**src/rtl/mem_port_arbiter.sv**
```systemverilog
// Shares one memory between the CPU control path and a debug/loader port.
// Each access holds the memory for MEM_LAT cycles, then pulses the owner's ack for one cycle.
module mem_port_arbiter #(
  parameter int ADDR_W     = 32,
  parameter int DATA_W     = 32,
  parameter int MEM_LAT    = 2,
  parameter int STARVE_MAX = 4
) (
  input  logic              clk,
  input  logic              rst_n,
  input  logic              cpu_req,
  input  logic              cpu_we,
  input  logic [ADDR_W-1:0] cpu_addr,
  input  logic [DATA_W-1:0] cpu_wdata,
  output logic              cpu_ack,
  output logic [DATA_W-1:0] cpu_rdata,
  input  logic              dbg_req,
  input  logic              dbg_we,
  input  logic [ADDR_W-1:0] dbg_addr,
  input  logic [DATA_W-1:0] dbg_wdata,
  output logic              dbg_ack,
  output logic [DATA_W-1:0] dbg_rdata,
  output logic              mem_en,
  output logic              mem_we,
  output logic [ADDR_W-1:0] mem_addr,
  output logic [DATA_W-1:0] mem_wdata,
  input  logic [DATA_W-1:0] mem_rdata,
  output logic              stall,
  output logic              busy
);

  // state  | meaning
  // IDLE   | no access in flight; arbitrate and latch the winner
  // ACCESS | memory driven from the latched request for MEM_LAT cycles
  // DONE   | owner's ack pulses for one cycle
  typedef enum logic [1:0] {IDLE, ACCESS, DONE} state_t;

  localparam int LAT_W = (MEM_LAT < 2) ? 1 : $clog2(MEM_LAT + 1);
  localparam int STK_W = $clog2(STARVE_MAX + 1);

  state_t             state, state_nxt;
  logic               owner_dbg;
  logic               we_lat;
  logic [LAT_W-1:0]   lat_cnt;
  logic [STK_W-1:0]   streak;
  logic               any_req;
  logic               grant_dbg;
  logic               lat_done;

  assign any_req   = cpu_req | dbg_req;
  // CPU wins ties until it has starved the debug port STARVE_MAX times in a row
  assign grant_dbg = dbg_req & (~cpu_req | (streak == STK_W'(STARVE_MAX)));
  assign lat_done  = (state == ACCESS) && (lat_cnt == LAT_W'(MEM_LAT - 1));
  assign stall     = cpu_req & ~cpu_ack;
  assign busy      = (state != IDLE);

  always_ff @(posedge clk) begin
    if (!rst_n) state <= IDLE;
    else        state <= state_nxt;
  end

  always_comb begin
    state_nxt = state;
    case (state)
      IDLE:    if (any_req) state_nxt = ACCESS;
      ACCESS:  if (lat_done) state_nxt = DONE;
      DONE:    state_nxt = IDLE;
      default: state_nxt = IDLE;
    endcase
  end

  always_ff @(posedge clk) begin
    if (!rst_n) begin
      owner_dbg <= 1'b0;
      we_lat    <= 1'b0;
      lat_cnt   <= '0;
      streak    <= '0;
      mem_en    <= 1'b0;
      mem_we    <= 1'b0;
      mem_addr  <= '0;
      mem_wdata <= '0;
      cpu_ack   <= 1'b0;
      dbg_ack   <= 1'b0;
      cpu_rdata <= '0;
      dbg_rdata <= '0;
    end else begin
      cpu_ack <= 1'b0;
      dbg_ack <= 1'b0;
      case (state)
        IDLE: begin
          if (!dbg_req) streak <= '0;
          if (any_req) begin
            owner_dbg <= grant_dbg;
            we_lat    <= grant_dbg ? dbg_we : cpu_we;
            mem_en    <= 1'b1;
            mem_we    <= grant_dbg ? dbg_we : cpu_we;
            mem_addr  <= grant_dbg ? dbg_addr : cpu_addr;
            mem_wdata <= grant_dbg ? dbg_wdata : cpu_wdata;
            lat_cnt   <= '0;
            if (grant_dbg)
              streak <= '0;
            else if (dbg_req && (streak != STK_W'(STARVE_MAX)))
              streak <= streak + STK_W'(1);
          end
        end
        ACCESS: begin
          lat_cnt <= lat_cnt + LAT_W'(1);
          mem_we  <= 1'b0;
          if (lat_done) begin
            mem_en    <= 1'b0;
            mem_addr  <= '0;
            mem_wdata <= '0;
            if (!we_lat) begin
              if (owner_dbg) dbg_rdata <= mem_rdata;
              else           cpu_rdata <= mem_rdata;
            end
            cpu_ack <= ~owner_dbg;
            dbg_ack <= owner_dbg;
          end
        end
        default: ;
      endcase
    end
  end

endmodule

```
**config.mk**
```make
export PLATFORM = sky130hd
export DESIGN_NAME = mem_port_arbiter
export DESIGN_NICKNAME = d
export VERILOG_FILES = /design/src/rtl/mem_port_arbiter.sv
export SDC_FILE = /design/constraint.sdc
export NUM_CORES = 1
export LEC_CHECK = 0
export CELL_PAD_IN_SITES_DETAIL_PLACEMENT = 1
export CELL_PAD_IN_SITES_GLOBAL_PLACEMENT = 1
export CORE_ASPECT_RATIO = 1.1
export CORE_MARGIN = 3
export CORE_UTILIZATION = 29
export DETAILED_ROUTE_END_ITERATION = 8
export MAX_ROUTING_LAYER = met4
export PLACE_DENSITY = 0.84
export SETUP_SLACK_MARGIN = 0.02
export SKIP_CTS_REPAIR_TIMING = 1
export SYNTH_ARGS = -nofsm -noshare
export SYNTH_HDL_FRONTEND = slang
export SYNTH_SLANG_ARGS = --single-unit
```
**constraint.sdc**
```tcl
create_clock -name clk -period 2.9 [get_ports clk]
set_input_delay 0.29 -clock clk [delete_from_list [all_inputs] [get_ports clk]]
set_output_delay 0.29 -clock clk [all_outputs]
set_load 0.005 [all_outputs]
```
==> results of run 1 <==
[synthesized netlist by cell type]
library cell and number:
nand3_1 1, or3_1 1, nor3_2 1, o21a_1 1
nor3b_2 1, inv_1 3, nor2_1 9, a21oi_1 69
buf_1 6, o211ai_1 1, nand2_2 1, dfxtp_1 141
clkbuf_1 14, ha_1 3, o21ai_0 28, nand3b_4 1
mux2i_1 65, buf_6 7, o31ai_1 1, nor3_1 2
a31oi_1 1, and3_1 1, buf_4 1, nand4b_1 1
inv_2 2, nand3b_1 1, nor2b_1 2, nor2_2 1
a21bo_2 1, buf_2 15, nand4_1 1, nor2_4 1
and2_1 3, or3b_1 1, o22ai_1 1, nand2_1 198
nand2b_1 1, o21ai_1 38, o31a_1 1
[worst max-delay path, stage by stage, from the launching register on]
cell and delay (ns):
dfxtp_1 0.45, nor2_2 0.11, inv_2 0.15, clkdlybuf4s50_1 0.57
[metrics by stage]
step,utilization,setup WS [ns]
floorplan,-,1.304
global placement,0.4786,0.7919
detailed placement,0.4786,0.7484
CTS,0.5122,0.8682
global route,0.5122,0.7512
finish,0.5122,0.9125
[kinds of logic (layout without fill, tap and decap cells)]
group                      after synthesis  after routing  share of synthesized area
DFF                                    141            141                     0.5193
buffers and inverters                   48            347                    0.04696
adders and majority gates                3              3                   0.006907
and+or+nand+nor                        228            228                     0.1729
muxes                                   65             65                     0.1197
AOI/OAI and AO/OA                      142            142                     0.1342
[cell usage in the layout (no fill, tap or decap), types with 2 or more instances in the layout]
cell             netlist  routed
ha_1                   3       3
inv_2                  2       2
o21ai_1               38      38
o21ai_0               28      28
clkinv_4               0       2
clkdlybuf4s50_1        0     299
nor2b_1                2       2
mux2i_1               65      65
and2_1                 3       3
inv_6                  0       3
clkinvlp_4             0       3
buf_4                  1       7
buf_12                 0       4
clkbuf_1              14       2
nand2_1              198     198
a21oi_1               69      69
dfxtp_1              141     141
nor3_1                 2       2
bufinv_16              0       3
inv_1                  3       3
clkbuf_16              0      17
nor2_1                 9       9
[state kept, by name (all words and copies together) (netlist names), 2 cells and up]
signal	flops
streak	3
state	2
lat_cnt	2
dbg_rdata	32
mem_addr	32
cpu_rdata	32
mem_wdata	32
[final cells by class]
cell class / count / area (sq um)
repair buffers: 310 / 3126
well taps: 238 / 297.8
fillers: 2074 / 8808
clock inverters: 12 / 161.4
clock buffers: 20 / 446.7
multi-input cells: 438 / 2377
flip-flops and latches: 141 / 2823
inverters: 5 / 18.77
[layer usage]
metal / wire, um / part of all wire / GRT usage
met5: 0 / 0 / -
met3: 1683 / 0.087 / 0.06960
met4: 345 / 0.018 / 0.05696
met1: 7564 / 0.39 / 0.1957
met2: 9777 / 0.50 / 0.3353
[report_power, final]
group          internal (mW)  switching [mW]  leakage [nW]  total (mW)
registers               2.05          0.0628          1.15        2.11
logic                  0.478           0.312          2.13       0.790
clock network           1.39           0.855         0.288        2.24
total                   3.91            1.23          3.57        5.14
[worst max path at each step]
stage | from | endpoint | slack [ns] | depth (start not counted)
2_1_floorplan | streak[0] | mem_addr[21] | 1.30 | 9
3_3_place_gp | cpu_req | mem_addr[29] | 0.79 | 6
3_5_place_dp | cpu_req | mem_wdata[5] | 0.75 | 6
4_1_cts | state[0] | busy | 0.87 | 3
5_1_grt | state[0] | mem_wdata[26] | 0.75 | 6
6_report | state[0] | busy | 0.91 | 3
==> metrics.md, run 1 <==
| Metric | Value |
|---|---|
| Layout Cells excl Fill | 1164 |
| Clk buf depth | 2 |
| Ys Warns | 0 |
| CP startpoint kind | flop |
| Design area | 0.009250 sq mm |
| Worst Skew | between 0.007 and 0.008 ns |
| Total power | around 5 mW |
| Post-Place Cells | about 1.1k |
| Sink Count | 141 |
| Setup_tns | 0 ns |
| Min cycle time layout | 1.987 ns |
| Htree depth | 4 |
| Total number of vias | around 5.4k |
| N_diodes | 0 |
| Worst hold-check path type | reg -> reg |
| Initial antenna violation count | 0 |
| Share of cells above drive strength 1 | 0.05508 |
| R2r worst-path depth | 6 |
| Final setup violation count | 0 |
| Critical path required time | between 2 and 3 ns |
| Synth cell types | 39 |
| Setup Crit Path Kind | reg -> out |
| First-iteration detailed-routing DRC count | between 100 and 150 |
| Synthesized area per cell | roughly 8.7 sq um |
| Post-placement cell area | roughly 0.0086 sq mm |
| Final wirelength | between 15000 and 20000 um |
| Post-synthesis register bit count | roughly 140 |
| Hpwl dp | around 14000 um |
| Slew margin rel. | 0.6155 |
| Worst r2r dst | mem_wdata[5] |
| GRT Util Overall | 0.1896 |
| Top cell type's share of synthesized area | 0.5193 |
| Top cells by area, synth | dfxtp_1 (52%), nand2_1 (14%), mux2i_1 (12%) |
| I/O Buffers | 299 |
| Cells after synthesis | 627 |
| Max_cap viols | 0 |
| Drt pass-1 iters | 4 |
| Die Area | 0.02042 sq mm |
| Antenna viol nets, final | 0 |
| Root buffer cell | clkbuf_16 |
| DRC errors left | 0 |
| TritonCTS clock tree | built |
| Element type at the critical path end | primary output |
| Worst-Skew Late Latency | between 0.4 and 0.5 ns |
| Synth Net Count | 796 |
| Setup slack, reg-to-reg | about 0.97 ns |
| Max-slew violation count | 0 |
| Initial Util | 0.3010 |
| Hold path start | mem_addr[4] |
| Ports | 300 |
| Chip height | approximately 150 um |
| Remaining global-route overflow | 0 |
| Post-synthesis sequential area ratio | 0.5193 |
| Final Hold Vio Count | 0 |
| First-pass GRT wire length | ~29000 um |
| Row count | 51 |
| Fmax | just over 500 MHz |
| Hold EP | mem_addr[4] |
| Max VDD drop | between 0.3 and 0.4 mV |
| Outcome | completed |
| CTS Buf Count | 17 |
| Routed vias/inst | about 4.6 |
| Yosys top cell by area | dfxtp_1 |
| Reg-to-Reg Start | state[0] |
| Worst slew pin tran | 0.5746 ns |
| Pwr/cell area | 555.6 mW/mm^2 |
| Vias in the first global route | roughly 5.5k |
| WL/cell | about 17 um |
| RSZ-0062 raised after global routing | no |
| Final period util | 0.6853 |
| Core Footprint | ~0.018 sq mm |
| Mapped Area | 0.005435 sq mm |
| Gp weighted congestion | around 0.8 |
| Largest net degree at the start of global routing | 65 |
| Die Wd | about 140 um |
| Critical Path AT | ~1.7 ns |
| Reg clk slew, reported paths | about 0.06 ns |
| Hold_ws | about 0.45 ns |
| LEAKAGE | 3.568 nW |
| Final net count | 1082 |
| Area growth syn-to-layout | 70.19% |
| Critical path fanouts, max | 7 |
| Hold path cells | 2 |
No activity file was read; power rests on OpenSTA's default activity.
==> inputs of run 2 (changes only) <==
--- a/config.mk
+++ b/config.mk
@@ -9,10 +9,10 @@
 export CELL_PAD_IN_SITES_GLOBAL_PLACEMENT = 1
 export CORE_ASPECT_RATIO = 1.1
 export CORE_MARGIN = 3
-export CORE_UTILIZATION = 29
+export CORE_UTILIZATION = 24
 export DETAILED_ROUTE_END_ITERATION = 8
 export MAX_ROUTING_LAYER = met4
-export PLACE_DENSITY = 0.84
+export PLACE_DENSITY = 0.74
 export SETUP_SLACK_MARGIN = 0.02
 export SKIP_CTS_REPAIR_TIMING = 1
 export SYNTH_ARGS = -nofsm -noshare
==> constraint.sdc (replaced) <==
create_clock -name clk -period 1.6 [get_ports clk]
set_input_delay 0.16 -clock clk [delete_from_list [all_inputs] [get_ports clk]]
set_output_delay 0.16 -clock clk [all_outputs]
set_load 0.005 [all_outputs]
==> run 2 against run 1 <==
Against the previous run: clock skew up 0.00093 ns; cell count up 7.2%; count of clock-buffer cells in the layout down 3; global-route usage down 3.3 points.
==> metrics.md, run 2 (synthesis gave the netlist of run 1 again) <==
| Metric | Value |
|---|---|
| Sink Count | around 140 |
| CP startpoint kind | flop |
| Row count | 57 |
| Area growth syn-to-layout | 79.01% |
| Most frequent cells in the layout | clkdlybuf4s50_1 (296), nand2_1 (197), dfxtp_1 (138), a21oi_1 (69), mux2i_1 (61) |
| Share of cells above drive strength 1 | 0.09759 |
| WL/cell | between 15 and 20 um |
| CP Cell Sequence | inv_2 -> ha_4 -> nand3b_4 -> or3b_4 -> clkbuf_16 -> nand2_1 -> a21oi_1 |
| Fmax | approximately 660 MHz |
| Final period util | 0.9525 |
| CP bufs+invs | 2 |
| Slew margin rel. | 0.7695 |
| Pwr/cell area | approximately 940 mW/mm^2 |
| DRC errors left | 0 |
| Final net count | ~1.1k |
| Final Hold Vio Count | 0 |
| FF+latch area | ~0.0028 sq mm |
| N_diodes | 0 |
| I/O Buffers | about 300 |
| Critical Path AT | around 1.8 ns |
| Max_cap viols | 0 |
| Largest net degree at the start of global routing | 53 |
| Antenna viol nets, final | 0 |
| Total number of vias | 5493 |
| Critical path fanouts, max | 15 |
| Routed vias/inst | ~4.4 |
| Max-slew violation count | 0 |
| Area of the multi-input gates | roughly 0.0024 sq mm |
| Element type at the critical path end | flop |
| Clk buf depth | 2 |
| TritonCTS clock tree | built |
| LEAKAGE | around 3.8 nW |
| Max VDD drop | 0.6117 mV |
| CTS Buf Count | 17 |
| Die Area | 0.02449 sq mm |
| Commonest non-fill, non-tap cell in the layout | clkdlybuf4s50_1 |
| Gp weighted congestion | roughly 0.75 |
| Hpwl dp | ~15000 um |
| Core Footprint | 0.02218 sq mm |
| Vias in the first global route | 5521 |
| First-pass GRT wire length | 28950 um |
| Min cycle time layout | approximately 1.5 ns |
| Worst-Skew Late Latency | around 0.41 ns |
| Root buffer cell | clkbuf_16 |
| Die Wd | 149.5 um |
| Worst hold-check path type | in -> reg |
| Initial Util | 0.2450 |
| Final core utilization | 0.4387 |
| Htree depth | 4 |
| Final wirelength | about 20000 um |
| Worst Skew | 0.007935 ns |
| Reg clk slew, reported paths | approximately 0.06 ns |
| Drt pass-1 iters | 4 |
| Design area | between 0.009 and 0.01 sq mm |
| Initial antenna violation count | 0 |
| First-iteration detailed-routing DRC count | 94 |
| CP max stage delay | between 0.4 and 0.5 ns |
| CP top delay family | simple AND/OR/NAND/NOR gates |
| Chip height | approximately 160 um |
| GRT Util Overall | 0.1569 |
| Slowest cell on the critical path | or3b_4 |
| Remaining global-route overflow | 0 |
| Ports | 300 |
| Final setup violation count | 0 |
| Post-placement cell area | 0.008941 sq mm |
| Worst slew pin tran | between 0.3 and 0.4 ns |
| Outcome | completed |
| Setup Crit Path Kind | reg -> reg |
| Filler cell count | 2572 |
| RSZ-0062 raised after global routing | yes |
| Critical path required time | around 1.9 ns |
run 2: cell count changes in the layout (fill, tap and decap cells not counted), sizes merged:
cell and change:
inv +6, a21bo +1, clkbuf +3, buf +21
clkinvlp -1, clkdlybuf4s50 -3, bufinv -3, dlymetal6s2s +2
clkinv +1
run 2: worst min-delay path: cells and delay by family:
| kind | cells | cell delay (ns) |
|---|---|---|
| AOI/OAI and AO/OA | 1 | 0.05 |
| and+or+nand+nor | 1 | 0.06 |
| buffers and inverters | 1 | 0.42 |
run 2: layer usage:
metal / global-route usage / vias up / routed length [um]
met5: - / - / 0
met4: 0.04827 / 0 / 218
met3: 0.05215 / 14 / 1653
met2: 0.2650 / 212 / 10110
met1: 0.1765 / 2544 / 8267
li1: - / 2723 / -
run 2: path summary, 6_finish.rpt:
| kind | endpoint | depth (start not counted) | from | slack [ns] |
|---|---|---|---|---|
| setup / recovery | dbg_rdata[30] | 7 | lat_cnt[1] | 0.08 |
| hold / removal | dbg_rdata[1] | 3 | mem_rdata[1] | 0.33 |
| setup reg to reg | dbg_rdata[30] | 7 | lat_cnt[1] | 0.08 |
| hold reg to reg | mem_addr[26] | 2 | mem_addr[26] | 0.45 |
run 2: power by group:
group | internal, mW | switching (mW)
Combinational | 0.960 | 0.593
Sequential | 3.71 | 0.116
Clock | 2.04 | 1.69
Total | 6.71 | 2.40
run 2: final cells by class:
| class | count | area share |
|---|---|---|
| Sequential cell | 141 | 0.2908 |
| Timing Repair Buffer | 336 | 0.3618 |
| Clock buffer | 17 | 0.04372 |
| Clock inverter | 15 | 0.01325 |
| Tap cell | 295 | 0.03794 |
| Multi-Input combinational cell | 439 | 0.2506 |
| Inverter | 5 | 0.001929 |
run 2: per-stage QoR:
stage	std cells	setup WS [ns]	total power [mW]	hold WS, ns	setup TNS, ns
2_1_floorplan	627	0.02477	4.355	0.2960	0
3_3_place_gp	1208	-0.1383	5.389	0.4333	-4.098
3_5_place_dp	1208	-0.1699	5.415	0.4412	-8.375
4_1_cts	1240	-0.1458	9.219	0.3088	-1.081
5_1_grt	1248	-0.001868	9.577	0.3247	-0.001868
6_report	1248	0.07599	9.113	0.3259	0
